File: src/rtl/cache_control_pkg.sv
// Shared LC-3b types used by the L1 cache controller and its tag store.
package lc3b_types;

    localparam int TAG_WIDTH = 9;
    localparam int NUM_SETS  = 8;

    typedef logic [15:0]          lc3b_word;
    typedef logic [2:0]           lc3b_3bit;
    typedef logic [TAG_WIDTH-1:0] lc3b_tag;

    typedef enum logic [1:0] {
        IDLE,
        WRITEBACK,
        ALLOCATE
    } lc3b_cache_state;

endpackage

File: src/rtl/cache_control_tag_array.sv
// Per-set valid/dirty/tag store for the direct-mapped L1, with combinational
// lookup of the addressed set and a hit compare against the incoming tag.
module cache_tag_array
    import lc3b_types::*;
(
    input  logic     clk,
    input  logic     reset_n,
    input  lc3b_3bit set,
    input  lc3b_tag  tag_in,
    input  logic     load_tag,
    input  logic     set_dirty,
    input  logic     clr_dirty,
    output logic     hit,
    output logic     valid_out,
    output logic     dirty_out,
    output lc3b_tag  tag_out
);

    logic    valid_q [NUM_SETS];
    logic    dirty_q [NUM_SETS];
    lc3b_tag tag_q   [NUM_SETS];

    assign valid_out = valid_q[set];
    assign dirty_out = dirty_q[set];
    assign tag_out   = tag_q[set];
    assign hit       = valid_q[set] && (tag_q[set] == tag_in);

    // A fill installs a clean line, so it overrides any dirty update.
    always_ff @(posedge clk or negedge reset_n) begin
        if (!reset_n) begin
            for (int i = 0; i < NUM_SETS; i++) begin
                valid_q[i] <= 1'b0;
                dirty_q[i] <= 1'b0;
                tag_q[i]   <= '0;
            end
        end else if (load_tag) begin
            valid_q[set] <= 1'b1;
            dirty_q[set] <= 1'b0;
            tag_q[set]   <= tag_in;
        end else if (set_dirty) begin
            dirty_q[set] <= 1'b1;
        end else if (clr_dirty) begin
            dirty_q[set] <= 1'b0;
        end
    end

endmodule

File: src/rtl/cache_control.sv
// Direct-mapped write-back L1 controller: hit/miss decision, data-array
// strobes, and writeback/fill sequencing toward physical memory.
module cache_control
    import lc3b_types::*;
(
    input  logic            clk,
    input  logic            reset_n,
    input  lc3b_word        mem_address,
    input  logic            mem_read,
    input  logic            mem_write,
    output logic            mem_resp,
    output lc3b_3bit        set,
    output lc3b_3bit        offset,
    output logic            load_data,
    output logic            write,
    output lc3b_word        pmem_address,
    output logic            pmem_read,
    output logic            pmem_write,
    input  logic            pmem_resp,
    output lc3b_cache_state state_dbg
);

    // Handshakes: the CPU holds mem_address and mem_read/mem_write stable until
    // a cycle with mem_resp=1; that cycle completes the request. Likewise
    // pmem_read/pmem_write stay high until a cycle with pmem_resp=1, which
    // completes the line transfer; pmem_resp in any other state is ignored.

    lc3b_cache_state state, next_state;
    lc3b_tag         tag_out;
    logic            hit, valid_out, dirty_out;
    logic            load_tag, set_dirty, clr_dirty;
    logic            req;

    assign set       = mem_address[6:4];
    assign offset    = mem_address[3:1];
    assign req       = mem_read || mem_write;
    assign state_dbg = state;

    cache_tag_array u_tags (
        .clk       (clk),
        .reset_n   (reset_n),
        .set       (set),
        .tag_in    (mem_address[15:7]),
        .load_tag  (load_tag),
        .set_dirty (set_dirty),
        .clr_dirty (clr_dirty),
        .hit       (hit),
        .valid_out (valid_out),
        .dirty_out (dirty_out),
        .tag_out   (tag_out)
    );

    always_ff @(posedge clk or negedge reset_n) begin
        if (!reset_n) state <= IDLE;
        else          state <= next_state;
    end

    always_comb begin
        next_state   = state;
        mem_resp     = 1'b0;
        load_data    = 1'b0;
        write        = 1'b0;
        pmem_address = '0;
        pmem_read    = 1'b0;
        pmem_write   = 1'b0;
        load_tag     = 1'b0;
        set_dirty    = 1'b0;
        clr_dirty    = 1'b0;
        unique case (state)
            IDLE: begin
                if (req) begin
                    if (hit) begin
                        // A simultaneous read+write is served as a write.
                        mem_resp  = 1'b1;
                        write     = mem_write;
                        set_dirty = mem_write;
                    end else if (valid_out && dirty_out) begin
                        next_state = WRITEBACK;
                    end else begin
                        next_state = ALLOCATE;
                    end
                end
            end
            WRITEBACK: begin
                pmem_write   = 1'b1;
                pmem_address = {tag_out, set, 4'b0000};
                if (pmem_resp) begin
                    clr_dirty  = 1'b1;
                    next_state = ALLOCATE;
                end
            end
            ALLOCATE: begin
                pmem_read    = 1'b1;
                pmem_address = {mem_address[15:4], 4'b0000};
                if (pmem_resp) begin
                    load_data  = 1'b1;
                    load_tag   = 1'b1;
                    next_state = IDLE;
                end
            end
            default: next_state = IDLE;
        endcase
    end

endmodule
File: config.mk
export PLATFORM = sky130hd
export DESIGN_NAME = cache_control
export DESIGN_NICKNAME = d
export VERILOG_FILES = /design/src/rtl/cache_control_pkg.sv /design/src/rtl/cache_control_tag_array.sv /design/src/rtl/cache_control.sv
export SDC_FILE = /design/constraint.sdc
export NUM_CORES = 1
export LEC_CHECK = 0
export CELL_PAD_IN_SITES_DETAIL_PLACEMENT = 0
export CELL_PAD_IN_SITES_GLOBAL_PLACEMENT = 1
export CORE_UTILIZATION = 37
export CTS_BUF_LIST = sky130_fd_sc_hd__clkbuf_8 sky130_fd_sc_hd__clkbuf_16
export CTS_CLUSTER_DIAMETER = 80
export DETAILED_ROUTE_END_ITERATION = 10
export GPL_TIMING_DRIVEN = 0
export PLACE_DENSITY_LB_ADDON = 0.05
export SETUP_SLACK_MARGIN = 0.2
export SYNTH_ARGS = -nofsm -noshare
export SYNTH_HDL_FRONTEND = slang
export SYNTH_HIERARCHICAL = 1
export SYNTH_SLANG_ARGS = --single-unit
File: constraint.sdc
create_clock -name clk -period 7 [get_ports clk]
set_input_delay 1.05 -clock clk [delete_from_list [all_inputs] [get_ports clk]]
set_output_delay 1.05 -clock clk [all_outputs]
set_load 0.01 [all_outputs]
==> results of run 1 <==
[synth_stat cells, types with 6 or more instances]
| library cell | number |
|---|---|
| mux4_2 | 11 |
| nor2b_1 | 14 |
| clkbuf_1 | 7 |
| o21ai_0 | 12 |
| dfrtp_1 | 90 |
| buf_4 | 11 |
| buf_2 | 6 |
| nand2_1 | 10 |
| a22oi_1 | 17 |
| ha_1 | 6 |
| and2_1 | 8 |
| mux2_2 | 78 |
| buf_6 | 6 |
| mux2i_1 | 25 |
| nand2b_1 | 7 |
| inv_1 | 7 |
[stage by stage]
| step | total power, mW | hold slack, ns | std cells |
|---|---|---|---|
| after global placement | 1.50 | 0.444 | 588 |
| after detailed placement | 1.52 | 0.447 | 589 |
| after floorplan | 1.29 | 0.429 | 375 |
| after CTS | 2.02 | 0.465 | 605 |
| after global routing | 2.13 | 0.478 | 605 |
| final | 2.00 | 0.465 | 605 |
[metal layers]
metal  GRT usage  vias up  routed length [microns]
li1            -     1440                        -
met1       0.286     1609                     6140
met2       0.327       69                     5820
met3      0.0486       12                      454
met4      0.0537        0                      192
met5           0        -                        0
[worst paths after layout]
| path | endpoint | slack (ns) | startpoint | depth (start not counted) |
|---|---|---|---|---|
| max | write | 1.73 | mem_address[6] | 9 |
| min | u_tags/valid_q[5] | 0.46 | u_tags/valid_q[5] | 1 |
| max reg2reg | flop | 4.18 | u_tags/tag_q[2] | 9 |
| min reg2reg | u_tags/valid_q[5] | 0.46 | u_tags/valid_q[5] | 1 |
| max in group asynchronous | u_tags/tag_q[6] | 5.69 | reset_n | 2 |
| min in group asynchronous | u_tags/tag_q[27] | 0.65 | reset_n | 1 |
[layout make-up]
| cell class | instances | area (sq um) |
|---|---|---|
| plain buffers | 36 | 230 |
| clock buffers | 9 | 225 |
| clock inverters | 7 | 75.1 |
| fillers | 1180 | 6840 |
| inverters | 7 | 26.3 |
| multi-input cells | 242 | 2270 |
| flip-flops and latches | 90 | 2250 |
| well taps | 172 | 215 |
| repair buffers | 42 | 435 |
[registers in the layout, indices dropped and copies added, names as in the netlist, named ones only]
name            count
u_tags/valid_q      8
u_tags/tag_q       72
state_dbg           2
[power breakdown]
group | switching [mW] | internal, mW
combinational | 0.290 | 0.382
sequential | 0.100 | 0.730
clock | 0.215 | 0.280
total | 0.605 | 1.39
[logic make-up after synthesis]
family / share of synthesized area
xor gates and xnor gates: 0.0126
AOI/OAI and AO/OA: 0.0748
DFF: 0.472
muxes: 0.292
other: 0.000786
buffers and inverters: 0.0538
and+or+nand+nor: 0.0784
adders and majority gates: 0.0157
[critical path, cell delays in order]
cell	delay, ns
clkdlybuf4s50_1	0.49
buf_2	0.23
nor2b_1	0.58
a22oi_1	0.24
a21oi_1	0.23
o2111a_1	0.24
and4_1	0.28
and3_2	0.30
clkdlybuf4s50_1	0.56
==> results.cfg, run 1 <==
[status]
outcome = complete, no violations

[clock_network]
cts-root-to-sink-buffers = 2
postCtsSetupRepairBufs = 0
tritoncts_num_sinks = 90
cts.hold.buffers_added = 0
cts.reportedPaths.clkPinSlew_ns = 0.06
cts.repair.resized = 0
clk_latency_ns = 0.35
clock-root-buffer = clkbuf_16
htree_levels = 3
tritoncts = yes
numCtsBuffers = 9

[worst_setup_path]
critical_path.startpoint_type = primary input
worst_path_required_ns = 5.95
critPathArrivalTime_ns = 4.22
highest_fanout_seen_on_the_critical_path = 8
critical_path.endpoint_type = output port
criticalPathCategory = primary input to output port

[place]
pre_cts_slack_ns = 1.71
count_of_buffers_from_port_buffering = 41
placedInstanceArea_sq_um = 5430
gp_congestion = 0.772
hpwlAfterDp_microns = 8240

[global_route]
grt_first_pass_wirelength_microns = 19500
grt_max_degree = 61
antenna_found_initial = 0
total_grt_overflow = 0
global_route.usage.total = 0.207
first_global_vias = 3160

[die]
io_pins = 50
std_cell_rows = 41
die_h_microns = 116
die_width_microns = 116
design.die.area_sq_um = 13300
core_sq_um = 12600
start_util = 0.379

[yosys]
seq_area_frac_synth = 0.472
post_synth_instance_area_sq_um = 4770
synth_edf_count = 0
postSynth.topFlopCell = dfrtp_1
ys_ff_latch = 90
largest_area_contributor_in_the_synthesized_netlist = dfrtp_1
syn_avg_cell_area_sq_um = 12.8
ys_warnings = 6
synth_async_sr_flop_share = 1.00
distinct_cell_type_count_after_synthesis = 49
syn-instance-count = 372
top_area_cells_in_the_synthesized_netlist = dfrtp_1 (47%), mux2_2 (18%), mux2i_1 (5.2%)
yosys.area.top_type_share = 0.472

[sta]
max_slew.worst_pin.slew_ns = 0.839
fmax_mhz = 190
rsz0062_at_grt = no
postLayoutSetupSlackWorst_ns = 1.73
period_minus_slack_ns = 5.27
finalSetupViolations = 0
skew_ns = 0.00515
final-max-slew-violation-count = 0
post-route-period-util = 0.753
worst_slew_margin_rel = 0.440
finalSetupTns_ns = 0
hold_violations = 0

[final_layout]
mostFrequentLayoutCell = dfrtp_1
antenna-diode-count = 0
most-common-layout-cells = dfrtp_1 (90), mux2_2 (78), clkdlybuf4s50_1 (40), mux2i_1 (25), a22oi_1 (17)
layout-area-overhead-vs-synth_pct = 20.2
post_route_cells_drive_above_1_share = 0.339
utilization = 0.456
finalInstanceArea_sq_um = 5730
final_net_count = 455

[power_and_ir_drop]
leakage_nw = 2.48
p_per_area_nw_per_um2 = 349
worst_vdd_ir_v = 0.000200

[run]
cap_viol_max_count = 0

[detailed_routing]
drt-initial-drc-count = 173
drt.antenna.violating_nets = 0
viasPerCell = 5.17
routedWlPerCell_microns = 20.8
vias = 3130
firstDrtPassIters = 4
wl_microns = 12600
drc = 0

[min_path]
worstHoldPathType = flop to flop
(Power assumes the default switching activity.)
==> inputs of run 2 (changes only) <==
Clock period 7 ns to 4.3 ns, I/O delays scaled along.
==> run 2 against run 1 <==
  * Sequential share of layout area decreased by 0.50 points
  * Via count increased by 0.83%
  * Sequential power increased by 62%
  * Setup slack got worse by 1.4 ns
  * Design area increased by 1.3%
  * Global-route usage increased by 0.16 points
  * Die area unchanged
  * Total power increased by 63%
  * Register-to-register slack got worse by 2.6 ns
  * Combinational power increased by 63%
  * First-iteration DRC count decreased by 2.9%
  * Count of clock-buffer cells in the layout unchanged
  * Critical path type unchanged
  * Critical endpoint unchanged
==> results.cfg, run 2 (synthesis results as in run 1) <==
[status]
outcome = complete, no violations

[detailed_routing]
drt.antenna.violating_nets = 0
met2_length_microns = 5900
wl_microns = 12700
drc = 0
drt-initial-drc-count = 168
viasPerCell = 5.17
wl_met3_microns = 560
m1WireLength_microns = 6060
firstDrtPassIters = 4
routedWlPerCell_microns = 20.8
highest-signal-layer = met4
vias = 3156

[clock_network]
numCtsBuffers = 9
tritoncts_num_sinks = 90
clk_latency_ns = 0.35
clock-root-buffer = clkbuf_16
cts.hold.buffers_added = 0
htree_levels = 3
cts-root-to-sink-buffers = 2
tritoncts = yes
cts.reportedPaths.clkPinSlew_ns = 0.06

[final_layout]
n_fill_cell = 1178
finish.cell_count_without_fillers = 611
antenna-diode-count = 0
largest_register_ff_count = 72
largest_register = u_tags/tag_q
mostFrequentLayoutCell = dfrtp_1
most-common-layout-cells = dfrtp_1 (90), mux2_2 (78), clkdlybuf4s50_1 (37), mux2i_1 (25)
finalInstanceArea_sq_um = 5810
post_route_cells_drive_above_1_share = 0.362
final_net_count = 461
layout-area-overhead-vs-synth_pct = 21.7

[worst_setup_path]
critical_path.startpoint_type = primary input
path_cells = clkdlybuf4s50_1, buf_6, mux4_2, mux2_2, xnor2_1, o2111a_1, and4_4, and3_4, dlygate4sd2_1
timing.reg2reg.setup_slack_ns = 1.54
worst_path_required_ns = 3.65
critPathArrivalTime_ns = 3.28
cp-startpoint = mem_address[5]
crit_family = buffers and inverters
timing.critical_path.slowest_cell_delay_ns = 0.51
path_depth = 9
criticalPathCategory = primary input to output port
highest_fanout_seen_on_the_critical_path = 8
r2r-start = u_tags/tag_q[2]
critical_path.n_buffers_inverters = 3
cpMaxStageDelayCell = clkdlybuf4s50_1
critical_path.endpoint_type = output port
r2r.worst_path.cells = 9
setup.worst_path.end = write

[die]
std_cell_rows = 41
design.die.area_sq_um = 13300
io_pins = 50
core_sq_um = 12600
die_width_microns = 116
start_util = 0.379
die_h_microns = 116

[global_route]
global_route.usage.total = 0.208
grt_max_degree = 61
grt_first_pass_wirelength_microns = 19700
antenna_found_initial = 0
total_grt_overflow = 0
first_global_vias = 3189

[min_path]
worstHoldPathType = primary input to async pin

[power_and_ir_drop]
leakage_nw = 2.55
p_per_area_nw_per_um2 = 561
worst_vdd_ir_v = 0.000326
design_power_total_mw = 3.26

[sta]
skew_ns = 0.00535
post-route-period-util = 0.914
rsz0062_at_grt = no
max_slew.worst_pin.slew_ns = 0.827
final-max-slew-violation-count = 0
postLayoutSetupSlackWorst_ns = 0.371
finalSetupViolations = 0
period_minus_slack_ns = 3.93
fmax_mhz = 255
worst_slew_margin_rel = 0.448
hold_violations = 0
holdWs_ns = 0.249

[place]
pre_cts_slack_ns = -0.178
post-place-cells = 589
gp_congestion = 0.772
placedInstanceArea_sq_um = 5430
count_of_buffers_from_port_buffering = 41
hpwlAfterDp_microns = 8240

[run]
cap_viol_max_count = 0
==> run 2: cell types whose count changed in the layout (fill, tap and decap cells not counted), moves of 2 or more <==
cell	delta
clkdlybuf4s50_1	-3
clkbuf_1	-2
dlygate4sd2_1	+2
buf_4	+5
clkbuf_2	+2
==> run 2: cell type report <==
type	count	area (sq um)	share of cell area
clock buffer	9	225	0.0388
buffer	36	245	0.0422
sequential	90	2250	0.388
timing repair buffer	48	478	0.0823
inverter	7	26.3	0.00453
multi-input combinational	242	2290	0.394
clock inverter	7	75.1	0.0129
tap	172	215	0.0371
==> run 2: where the power goes <==
part,switching (mW),internal [mW],leakage (nW)
registers,0.163,1.19,1.10
logic,0.475,0.628,1.30
clock network,0.349,0.456,0.151
==> run 2: metal layers <==
metal  track usage  vias up
li1              -     1453
met1         0.288     1615
met2         0.329       76
met3        0.0486       12
met4        0.0537        0
met5             0        -
==> run 2: how the worst min path moves through the flow <==
stage / slack [ns] / depth (start not counted) / start / end
5_1_grt: 0.27 / 1 / reset_n / u_tags/tag_q[27]
4_1_cts: 0.26 / 1 / reset_n / u_tags/tag_q[18]
3_5_place_dp: 0.45 / 1 / u_tags/valid_q[4] / u_tags/valid_q[4]
3_3_place_gp: 0.44 / 1 / u_tags/valid_q[2] / u_tags/valid_q[2]
6_report: 0.25 / 1 / reset_n / u_tags/tag_q[27]
2_1_floorplan: 0.35 / 0 / reset_n / state_dbg[0]
==> run 2: worst register-to-register path, cell delays in order, from the launching register on <==
cell and delay (ns):
dfrtp_1 0.38, mux4_2 0.48, mux2_4 0.30, xnor2_2 0.14, o2111a_1 0.26, and4_4 0.26, and3_4 0.24, nor2b_1 0.33
a22oi_1 0.11, o21ai_0 0.18
==> run 2: timing repair <==
item / in CTS / in global routing
pin swaps: 0 / 0
cloned: 1 / 0
resized for setup: 11 / 5
buffers inserted: 5 / 0
endpoints found under the setup margin: 2 / 1
==> run 2: per-stage QoR <==
stage	util	TNS (ns)
6_report	0.462	0
5_1_grt	0.462	0
4_1_cts	0.461	0
3_5_place_dp	0.432	-0.185
3_3_place_gp	0.430	-79.73
2_1_floorplan	-	0
